**src/rtl/prod_acc_if.sv**
```systemverilog
`default_nettype none
// ============================================================================
//  Module      : prod_acc_if
//  Description : Bundle of the product input side and the result output side
//                of prod_acc. The master modport belongs to whoever drives
//                products and consumes results. The slave modport belongs to
//                prod_acc.
//  Signals     : prod_is_signed, clear, num_terms, prod, prod_valid,
//                acc_ready (master -> slave);
//                acc_out, acc_valid, busy, drop (slave -> master)
//  Revision    : 1.0 - initial release
// ============================================================================
interface prod_acc_if #(
    parameter int BW_PROD = 7,
    parameter int BW_N    = 3,
    parameter int BW_OUT  = 8
);
    logic               prod_is_signed;
    logic               clear;
    logic [BW_N-1:0]    num_terms;
    logic [BW_PROD-1:0] prod;
    logic               prod_valid;
    logic               acc_ready;
    logic [BW_OUT-1:0]  acc_out;
    logic               acc_valid;
    logic               busy;
    logic               drop;

    modport master (
        output prod_is_signed, clear, num_terms, prod, prod_valid, acc_ready,
        input  acc_out, acc_valid, busy, drop
    );

    modport slave (
        input  prod_is_signed, clear, num_terms, prod, prod_valid, acc_ready,
        output acc_out, acc_valid, busy, drop
    );
endinterface
`default_nettype wire

```
**src/rtl/prod_acc.sv**
```systemverilog
`default_nettype none
// ============================================================================
//  Module      : prod_acc
//  Description : Accumulates a programmable number of products from the
//                sequential multiplier. The sum is scaled by a rounding right
//                shift and the result is offered on a valid/ready output.
//                The block never stalls the multiplier. A product that
//                arrives while a result is still pending is dropped, and the
//                sticky drop flag is set.
//  Ports       : clk, rst     - clock and synchronous active-high reset
//                bus (slave)  - product input, control, and result output
//                               (see prod_acc_if)
//  Options     : PROD_ACC_SAT_EN - when defined, the result saturates to the
//                BW_OUT range. When undefined, the result wraps to its low
//                BW_OUT bits.
//  Revision    : 1.0 - initial release
// ============================================================================
module prod_acc #(
    parameter int BW_PROD = 7,
    parameter int BW_ACC  = 10,
    parameter int BW_N    = 3,
    parameter int BW_OUT  = 8,
    parameter int SHIFT   = 1
) (
    input  wire        clk,
    input  wire        rst,
    prod_acc_if.slave  bus
);

    typedef enum logic [1:0] {
        S_IDLE = 2'd0,
        S_ACC  = 2'd1,
        S_HOLD = 2'd2
    } state_t;

    state_t              r_state;
    state_t              w_state_nxt;

    logic [BW_ACC-1:0]   r_acc;
    logic [BW_N:0]       r_cnt;      // one extra bit so 2^BW_N terms can be counted
    logic [BW_N:0]       r_terms;
    logic                r_signed;
    logic [BW_OUT-1:0]   r_acc_out;
    logic                r_drop;

    // Datapath control decoded by the FSM
    logic                w_start;    // product opens a new batch
    logic                w_accum;    // product is added to a running batch
    logic                w_last;     // this product completes the batch
    logic                w_drop;     // product is discarded

    logic                w_sgn;
    logic [BW_ACC-1:0]   w_ext;
    logic [BW_ACC-1:0]   w_sum;
    logic [BW_ACC:0]     w_sum_ext;
    logic [BW_ACC:0]     w_r;
    logic [BW_OUT-1:0]   w_out;
    logic [BW_N:0]       w_terms_in;
    logic [BW_N:0]       w_cnt_inc;

    // ------------------------------------------------------------------
    // Datapath
    // ------------------------------------------------------------------
    // A new batch uses the live sign mode. A running batch uses the mode
    // latched on its first term.
    assign w_sgn      = (r_state == S_ACC) ? r_signed : bus.prod_is_signed;
    assign w_ext      = w_sgn ? BW_ACC'($signed(bus.prod)) : BW_ACC'(bus.prod);
    assign w_sum      = (r_state == S_ACC) ? (r_acc + w_ext) : w_ext;
    assign w_sum_ext  = w_sgn ? (BW_ACC+1)'($signed(w_sum)) : (BW_ACC+1)'(w_sum);
    assign w_terms_in = (bus.num_terms == '0) ? {1'b1, {BW_N{1'b0}}}
                                              : {1'b0, bus.num_terms};
    assign w_cnt_inc  = r_cnt + (BW_N+1)'(1);

    // Round half up. The extra top bit keeps the rounding add from
    // overflowing.
    generate
        if (SHIFT > 0) begin : g_round
            localparam logic [BW_ACC:0] c_HALF = (BW_ACC+1)'(1) << (SHIFT - 1);
            logic        [BW_ACC:0] w_rnd;
            logic signed [BW_ACC:0] w_rnd_s;
            assign w_rnd   = w_sum_ext + c_HALF;
            assign w_rnd_s = $signed(w_rnd);
            assign w_r     = w_sgn ? $unsigned(w_rnd_s >>> SHIFT) : (w_rnd >> SHIFT);
        end else begin : g_no_round
            assign w_r = w_sum_ext;
        end
    endgenerate

`ifdef PROD_ACC_SAT_EN
    // Saturate to the BW_OUT range. A signed value fits when every bit
    // from BW_OUT-1 up to the top bit has the same value.
    logic [BW_ACC-BW_OUT+1:0] w_hi_s;
    logic [BW_ACC-BW_OUT:0]   w_hi_u;
    assign w_hi_s = w_r[BW_ACC:BW_OUT-1];
    assign w_hi_u = w_r[BW_ACC:BW_OUT];

    always_comb begin
        w_out = w_r[BW_OUT-1:0];
        if (w_sgn) begin
            if (!((&w_hi_s) || !(|w_hi_s))) begin
                w_out = w_r[BW_ACC] ? {1'b1, {(BW_OUT-1){1'b0}}}
                                    : {1'b0, {(BW_OUT-1){1'b1}}};
            end
        end else if (|w_hi_u) begin
            w_out = {BW_OUT{1'b1}};
        end
    end
`else
    assign w_out = BW_OUT'(w_r);
`endif

    // ------------------------------------------------------------------
    // FSM: state register
    // ------------------------------------------------------------------
    always_ff @(posedge clk) begin
        if (rst || bus.clear) begin
            r_state <= S_IDLE;
        end else begin
            r_state <= w_state_nxt;
        end
    end

    // ------------------------------------------------------------------
    // FSM: next state and datapath control
    // ------------------------------------------------------------------
    always_comb begin
        w_state_nxt = r_state;
        w_start     = 1'b0;
        w_accum     = 1'b0;
        w_last      = 1'b0;
        w_drop      = 1'b0;
        case (r_state)
            S_IDLE: begin
                if (bus.prod_valid) begin
                    w_start = 1'b1;
                end
            end
            S_ACC: begin
                if (bus.prod_valid) begin
                    w_accum = 1'b1;
                    if (w_cnt_inc == r_terms) begin
                        w_last      = 1'b1;
                        w_state_nxt = S_HOLD;
                    end
                end
            end
            S_HOLD: begin
                if (bus.acc_ready) begin
                    // The handshake completes. A product arriving in the
                    // same cycle is handed straight to a new batch.
                    w_state_nxt = S_IDLE;
                    if (bus.prod_valid) begin
                        w_start = 1'b1;
                    end
                end else if (bus.prod_valid) begin
                    w_drop = 1'b1;
                end
            end
            default: begin
                w_state_nxt = S_IDLE;
            end
        endcase

        if (w_start) begin
            w_state_nxt = (bus.num_terms == BW_N'(1)) ? S_HOLD : S_ACC;
        end
    end

    // ------------------------------------------------------------------
    // Datapath registers
    // ------------------------------------------------------------------
    always_ff @(posedge clk) begin
        if (rst || bus.clear) begin
            r_acc     <= '0;
            r_cnt     <= '0;
            r_terms   <= '0;
            r_signed  <= 1'b0;
            r_acc_out <= '0;
            r_drop    <= 1'b0;
        end else begin
            if (w_start) begin
                r_acc    <= w_ext;
                r_terms  <= w_terms_in;
                r_signed <= bus.prod_is_signed;
                r_cnt    <= (BW_N+1)'(1);
                if (bus.num_terms == BW_N'(1)) begin
                    r_acc_out <= w_out;
                end
            end
            if (w_accum) begin
                r_cnt <= w_cnt_inc;
                if (w_last) begin
                    r_acc_out <= w_out;
                end else begin
                    r_acc <= w_sum;
                end
            end
            if (w_drop) begin
                r_drop <= 1'b1;
            end
        end
    end

    assign bus.acc_out   = r_acc_out;
    assign bus.acc_valid = (r_state == S_HOLD);
    assign bus.busy      = (r_state == S_ACC);
    assign bus.drop      = r_drop;

endmodule
`default_nettype wire

```
**src/flat_wrapper.sv**
```systemverilog
// flat-port wrapper written by rule: the top's interface ports become plain ports
module prod_acc_flat 
#(
    parameter int BW_PROD = 7,
    parameter int BW_ACC  = 10,
    parameter int BW_N    = 3,
    parameter int BW_OUT  = 8,
    parameter int SHIFT   = 1
)
  (clk, rst, bus_prod_is_signed, bus_clear, bus_num_terms, bus_prod, bus_prod_valid, bus_acc_ready, bus_acc_out, bus_acc_valid, bus_busy, bus_drop);
  prod_acc_if #(.BW_PROD(BW_PROD), .BW_N(BW_N), .BW_OUT(BW_OUT)) bus_i ();
  input  wire clk;
  input  wire rst;
  input wire logic [$bits(bus_i.prod_is_signed)-1:0] bus_prod_is_signed;
  input wire logic [$bits(bus_i.clear)-1:0] bus_clear;
  input wire logic [$bits(bus_i.num_terms)-1:0] bus_num_terms;
  input wire logic [$bits(bus_i.prod)-1:0] bus_prod;
  input wire logic [$bits(bus_i.prod_valid)-1:0] bus_prod_valid;
  input wire logic [$bits(bus_i.acc_ready)-1:0] bus_acc_ready;
  output wire logic [$bits(bus_i.acc_out)-1:0] bus_acc_out;
  output wire logic [$bits(bus_i.acc_valid)-1:0] bus_acc_valid;
  output wire logic [$bits(bus_i.busy)-1:0] bus_busy;
  output wire logic [$bits(bus_i.drop)-1:0] bus_drop;
  assign bus_i.prod_is_signed = bus_prod_is_signed;
  assign bus_i.clear = bus_clear;
  assign bus_i.num_terms = bus_num_terms;
  assign bus_i.prod = bus_prod;
  assign bus_i.prod_valid = bus_prod_valid;
  assign bus_i.acc_ready = bus_acc_ready;
  assign bus_acc_out = bus_i.acc_out;
  assign bus_acc_valid = bus_i.acc_valid;
  assign bus_busy = bus_i.busy;
  assign bus_drop = bus_i.drop;
  prod_acc #(.BW_PROD(BW_PROD), .BW_ACC(BW_ACC), .BW_N(BW_N), .BW_OUT(BW_OUT), .SHIFT(SHIFT)) u_core (.clk(clk), .rst(rst), .bus(bus_i));
endmodule
```
**config.mk**
```make
export PLATFORM = sky130hd
export DESIGN_NAME = prod_acc_flat
export DESIGN_NICKNAME = d
export VERILOG_FILES = /design/src/rtl/prod_acc_if.sv /design/src/rtl/prod_acc.sv /design/src/flat_wrapper.sv
export SDC_FILE = /design/constraint.sdc
export NUM_CORES = 1
export LEC_CHECK = 0
export CORE_MARGIN = 3
export CORE_UTILIZATION = 25
export DETAILED_ROUTE_END_ITERATION = 10
export GPL_TIMING_DRIVEN = 0
export PLACE_DENSITY = 0.42
export SLEW_MARGIN = 20
export SYNTH_ARGS = -nofsm -noshare
export SYNTH_HDL_FRONTEND = slang
export SYNTH_SLANG_ARGS = --single-unit
export TNS_END_PERCENT = 20
```
**constraint.sdc**
```tcl
create_clock -name clk -period 5.5 [get_ports clk]
set_clock_uncertainty 0.05 [all_clocks]
set_input_delay 1.1 -clock clk [delete_from_list [all_inputs] [get_ports clk]]
set_output_delay 1.1 -clock clk [all_outputs]
set_load 0.1 [all_outputs]
```
==> run_results.csv, run 1 <==
group,metric,value,unit
global_routing,track_usage,0.137,
cells_and_area,finalNonFillerCells,374,
cells_and_area,seqCellArea,581,um^2
yosys,synth_top_family_by_area,"simple AND/OR/NAND/NOR gates",
placed_design,io_buffers,25,
clock_tree,path_clk_slew,0.07,ns
floorplanning,core,7450,um^2
yosys,synth_xor_area_frac,0.0623,
floorplanning,num_io_pins,27,
clock_tree,numCtsBuffers,5,
floorplanning,dieHeight,94.8,um
clock_tree,ctsResizeCount,0,
placed_design,gp_congestion,0.773,
yosys,synth-edff-count,0,
setup_path,ff2ff_setup_slack,2.33,ns
setup_path,crit_fanout,10,
cells_and_area,nFillCells,830,
pwr,power.density,218,nW/um^2
cells_and_area,nets,301,
setup_path,reg2reg_from,"u_core.r_state[1]",
cells_and_area,fin_util,0.328,
run_status,status,"finished clean",
worst_hold_path,worstHoldEndpoint,"u_core.r_terms[2]",
yosys,syn-num-nets,269,
routing,wl_per_cell,15.3,um
sta,setup_violations,0,
yosys,postSynthCellCount,242,
yosys,synth_fa_ha_area_frac,0.0737,
yosys,synth-simple-area-share,0.297,
pwr,vdd_ir_drop_max,87.8,uV
setup_path,crit_type,"reg2out",
cells_and_area,diodes,0,
yosys,synth_compound_area_frac,0.199,
sta,worst_slack,1.61,ns
routing,ant_nets,0,
routing,viasPerCell,4.99,
clock_tree,holdBufCountCts,0,
yosys,netlist.area_leader.share,0.295,
yosys,yosysWarningCount,0,
global_routing,grt_max_degree,11,
setup_path,rr_worst_depth,11,
worst_hold_path,timing.hold.worst_path_depth,2,
cells_and_area,multi_input_area,1310,um^2
yosys,yosysTopAreaCell,"dfxtp_1",
global_routing,antenna_found_initial,0,
placed_design,pre_cts_slack,1.32,ns
clock_tree,clockBufferDepth,2,
yosys,synth_area,1970,um^2
sta,post-route-min-period,3.89,ns
yosys,ys_seq_elements,29,
setup_path,r2r_end,"u_core.bus.acc_out[7]",
setup_path,slowest_stage,"clkdlybuf4s50_1",
yosys,ys_top_cells_by_area,"dfxtp_1 29%, nand2_1 6.9%, ha_1 6.4%",
pwr,fin_total_pwr,534,uW
clock_tree,cts_tree,"done",
setup_path,crit_path_end_kind,"primary output",
clock_tree,ctsRootBufferMaster,"clkbuf_8",
job,max_cap_viol_count,0,
floorplanning,die_area,8980,um^2
routing,drt_iter0_markers,86,
cells_and_area,layout_commonest_cell,"nand2_1",
global_routing,grt_pass1_vias,1838,
cells_and_area,mostFrequentLayoutCells,"36 x nand2_1, 29 x dfxtp_1, 25 x clkdlybuf4s50_1",
sta,grt_setup_unrepaired,"no",
yosys,syn_avg_cell_area,8.14,um^2
sta,post-route-period-util,0.707,
placed_design,post-dp-hpwl,4290,um
sta,max_freq,257,MHz
clock_tree,postCtsSetupBuffers,0,
worst_hold_path,min-delay-start,"u_core.r_terms[2]",
cells_and_area,area_delta_synth_final,24.1,%
yosys,synthArstFlopShare,0,
routing,drtPass1Iterations,4,
yosys,ys_seq_area_frac,0.295,
global_routing,grt_overflow,0,
floorplanning,start_util,0.264,
sta,maxSlewHeadroom,0.350,
setup_path,crit_chain,"nand2b_1 > clkinv_1 > buf_2 > clkdlybuf4s50_1",
yosys,yosys-mux-area-fraction,0.0305,
yosys,ys.flop_type,"dfxtp_1",
setup_path,cp_top_family,"buffers and inverters",
setup_path,crit_buf_inv,3,
floorplanning,die_x,94.8,um
clock_tree,htree_levels,2,
clock_tree,cts.sinks,29,
worst_hold_path,hold_class,"reg2reg",
sta,hold_viol_final,0,
setup_path,startpoint_type,"flop",
floorplanning,num_rows,31,
setup_path,critPathRequiredTime,4.35,ns
sta,slew_viol_final,0,
routing,drc,0,
placed_design,dpl.cell_count,366,
sta,tns,0,ns
cells_and_area,layout-drive-gt1-share,0.109,
routing,totalWireLength,5740,um
pwr,p_leak,0.000867,uW
global_routing,grt_first_pass_wirelength,9540,um
sta,tightest_slew,0.972,ns
routing,via_count,1865,
setup_path,arrival,2.74,ns
setup_path,max_stage_delay,0.99,ns
clock_tree,clock_latency,0.28,ns
yosys,post_synth_num_cell_types,51,
-- synth_stat cells, types with 2 or more instances --
cell type,n
buf_4,4
dfxtp_1,29
nor4bb_1,3
or4b_1,2
clkbuf_1,4
a211oi_1,4
nand2_1,36
o21ai_0,5
a21oi_1,19
or2_2,3
nand3_1,10
nand3_2,4
nor3_1,3
nor2b_1,3
a31oi_1,2
ha_1,10
a211oi_2,3
o2111ai_1,2
or3b_1,2
a221oi_1,2
a2bb2oi_1,2
mux2i_1,6
o211ai_1,4
inv_1,3
nor2_1,22
nand2b_1,5
nor3b_1,2
a311oi_1,8
buf_2,4
xnor2_1,9
xor2_1,5
nor4_1,2
or3_1,2
-- per-layer routing --
metal | wire length [um] | part of all wire | up-vias | track usage
li1 | - | - | 950 | -
met1 | 2820 | 0.49 | 864 | 0.186
met2 | 2600 | 0.45 | 44 | 0.224
met3 | 263 | 0.046 | 7 | 0.0271
met4 | 57 | 0.0099 | 0 | 0.0288
met5 | 0 | 0 | - | 0
-- flip-flops by register name, summed over array words and instances, names as in the netlist --
name / cells
u_core.r_acc: 9
u_core.bus.acc_out: 8
u_core.r_cnt: 4
u_core.r_terms: 4
u_core.r_state: 2
u_core.bus.drop: 1
u_core.r_signed: 1
-- power by group --
part	total, uW	internal, uW	switching [uW]
Sequential	219	215	3.79
Combinational	115	44.2	70.5
Clock	200	113	86.9
-- logic make-up after synthesis --
kind of cell,after synthesis
simple gates,109
compound gates,56
flops,29
buf+inv,17
xor+xnor,14
fa+ha+maj,11
mux,6
-- worst max-delay path by stage --
stage | from | to | slack [ns] | cells after the start
5_1_grt | bus_prod[0] | u_core.bus.acc_out[7] | 1.47 | 10
2_1_floorplan | bus_prod[0] | u_core.bus.acc_out[7] | 2.29 | 9
3_5_place_dp | bus_prod[0] | u_core.bus.acc_out[7] | 1.32 | 10
4_1_cts | u_core.r_state[1] | bus_busy | 1.57 | 4
3_3_place_gp | bus_prod[0] | u_core.bus.acc_out[7] | 1.31 | 10
6_report | u_core.r_state[1] | bus_busy | 1.61 | 4
-- worst min-delay path, cell delays in order, from the launching register on --
cell	delay [ns]
dfxtp_1	0.32
nand2_1	0.05
a21oi_1	0.05
-- layout make-up --
cell class	count	area share
tap	99	0.0507
inverter	4	0.00614
clock buffer	7	0.0394
clock inverter	1	0.00205
sequential	29	0.237
timing repair buffer	25	0.102
buffer	13	0.0281
multi-input combinational	196	0.534
-- through the flow --
stage / hold slack [ns] / instance area [um^2]
final: 0.418 / 2440
after detailed placement: 0.399 / 2340
after CTS: 0.419 / 2440
after global routing: 0.447 / 2440
after global placement: 0.398 / 2340
after floorplan: 0.387 / 1970
(Power assumes the default switching activity.)
==> inputs of run 2 (changes only) <==
Clock period 5.5 ns to 3.8 ns, I/O delays scaled along.
==> results of run 2 <==
Same layout as run 1 (identical final DEF). Status: finished clean.
Main changes from that run: setup slack after placement 1.32 ns -> -0.0362 ns; setup slack after layout 1.61 ns -> 0.250 ns; register-to-register setup slack 2.33 ns -> 0.63 ns; total power 534 uW -> 773 uW; worst IR drop on VDD 87.8 uV -> 127 uV
==> inputs of run 3 (changes only) <==
Settings changed: SLEW_MARGIN 20 to 30.
==> results of run 3 <==
Same layout as run 1 (identical final DEF). Status: finished clean.
Main changes from that run: setup slack after placement 1.32 ns -> -0.0362 ns; setup slack after layout 1.61 ns -> 0.250 ns; register-to-register setup slack 2.33 ns -> 0.63 ns; total power 534 uW -> 773 uW; worst IR drop on VDD 87.8 uV -> 127 uV
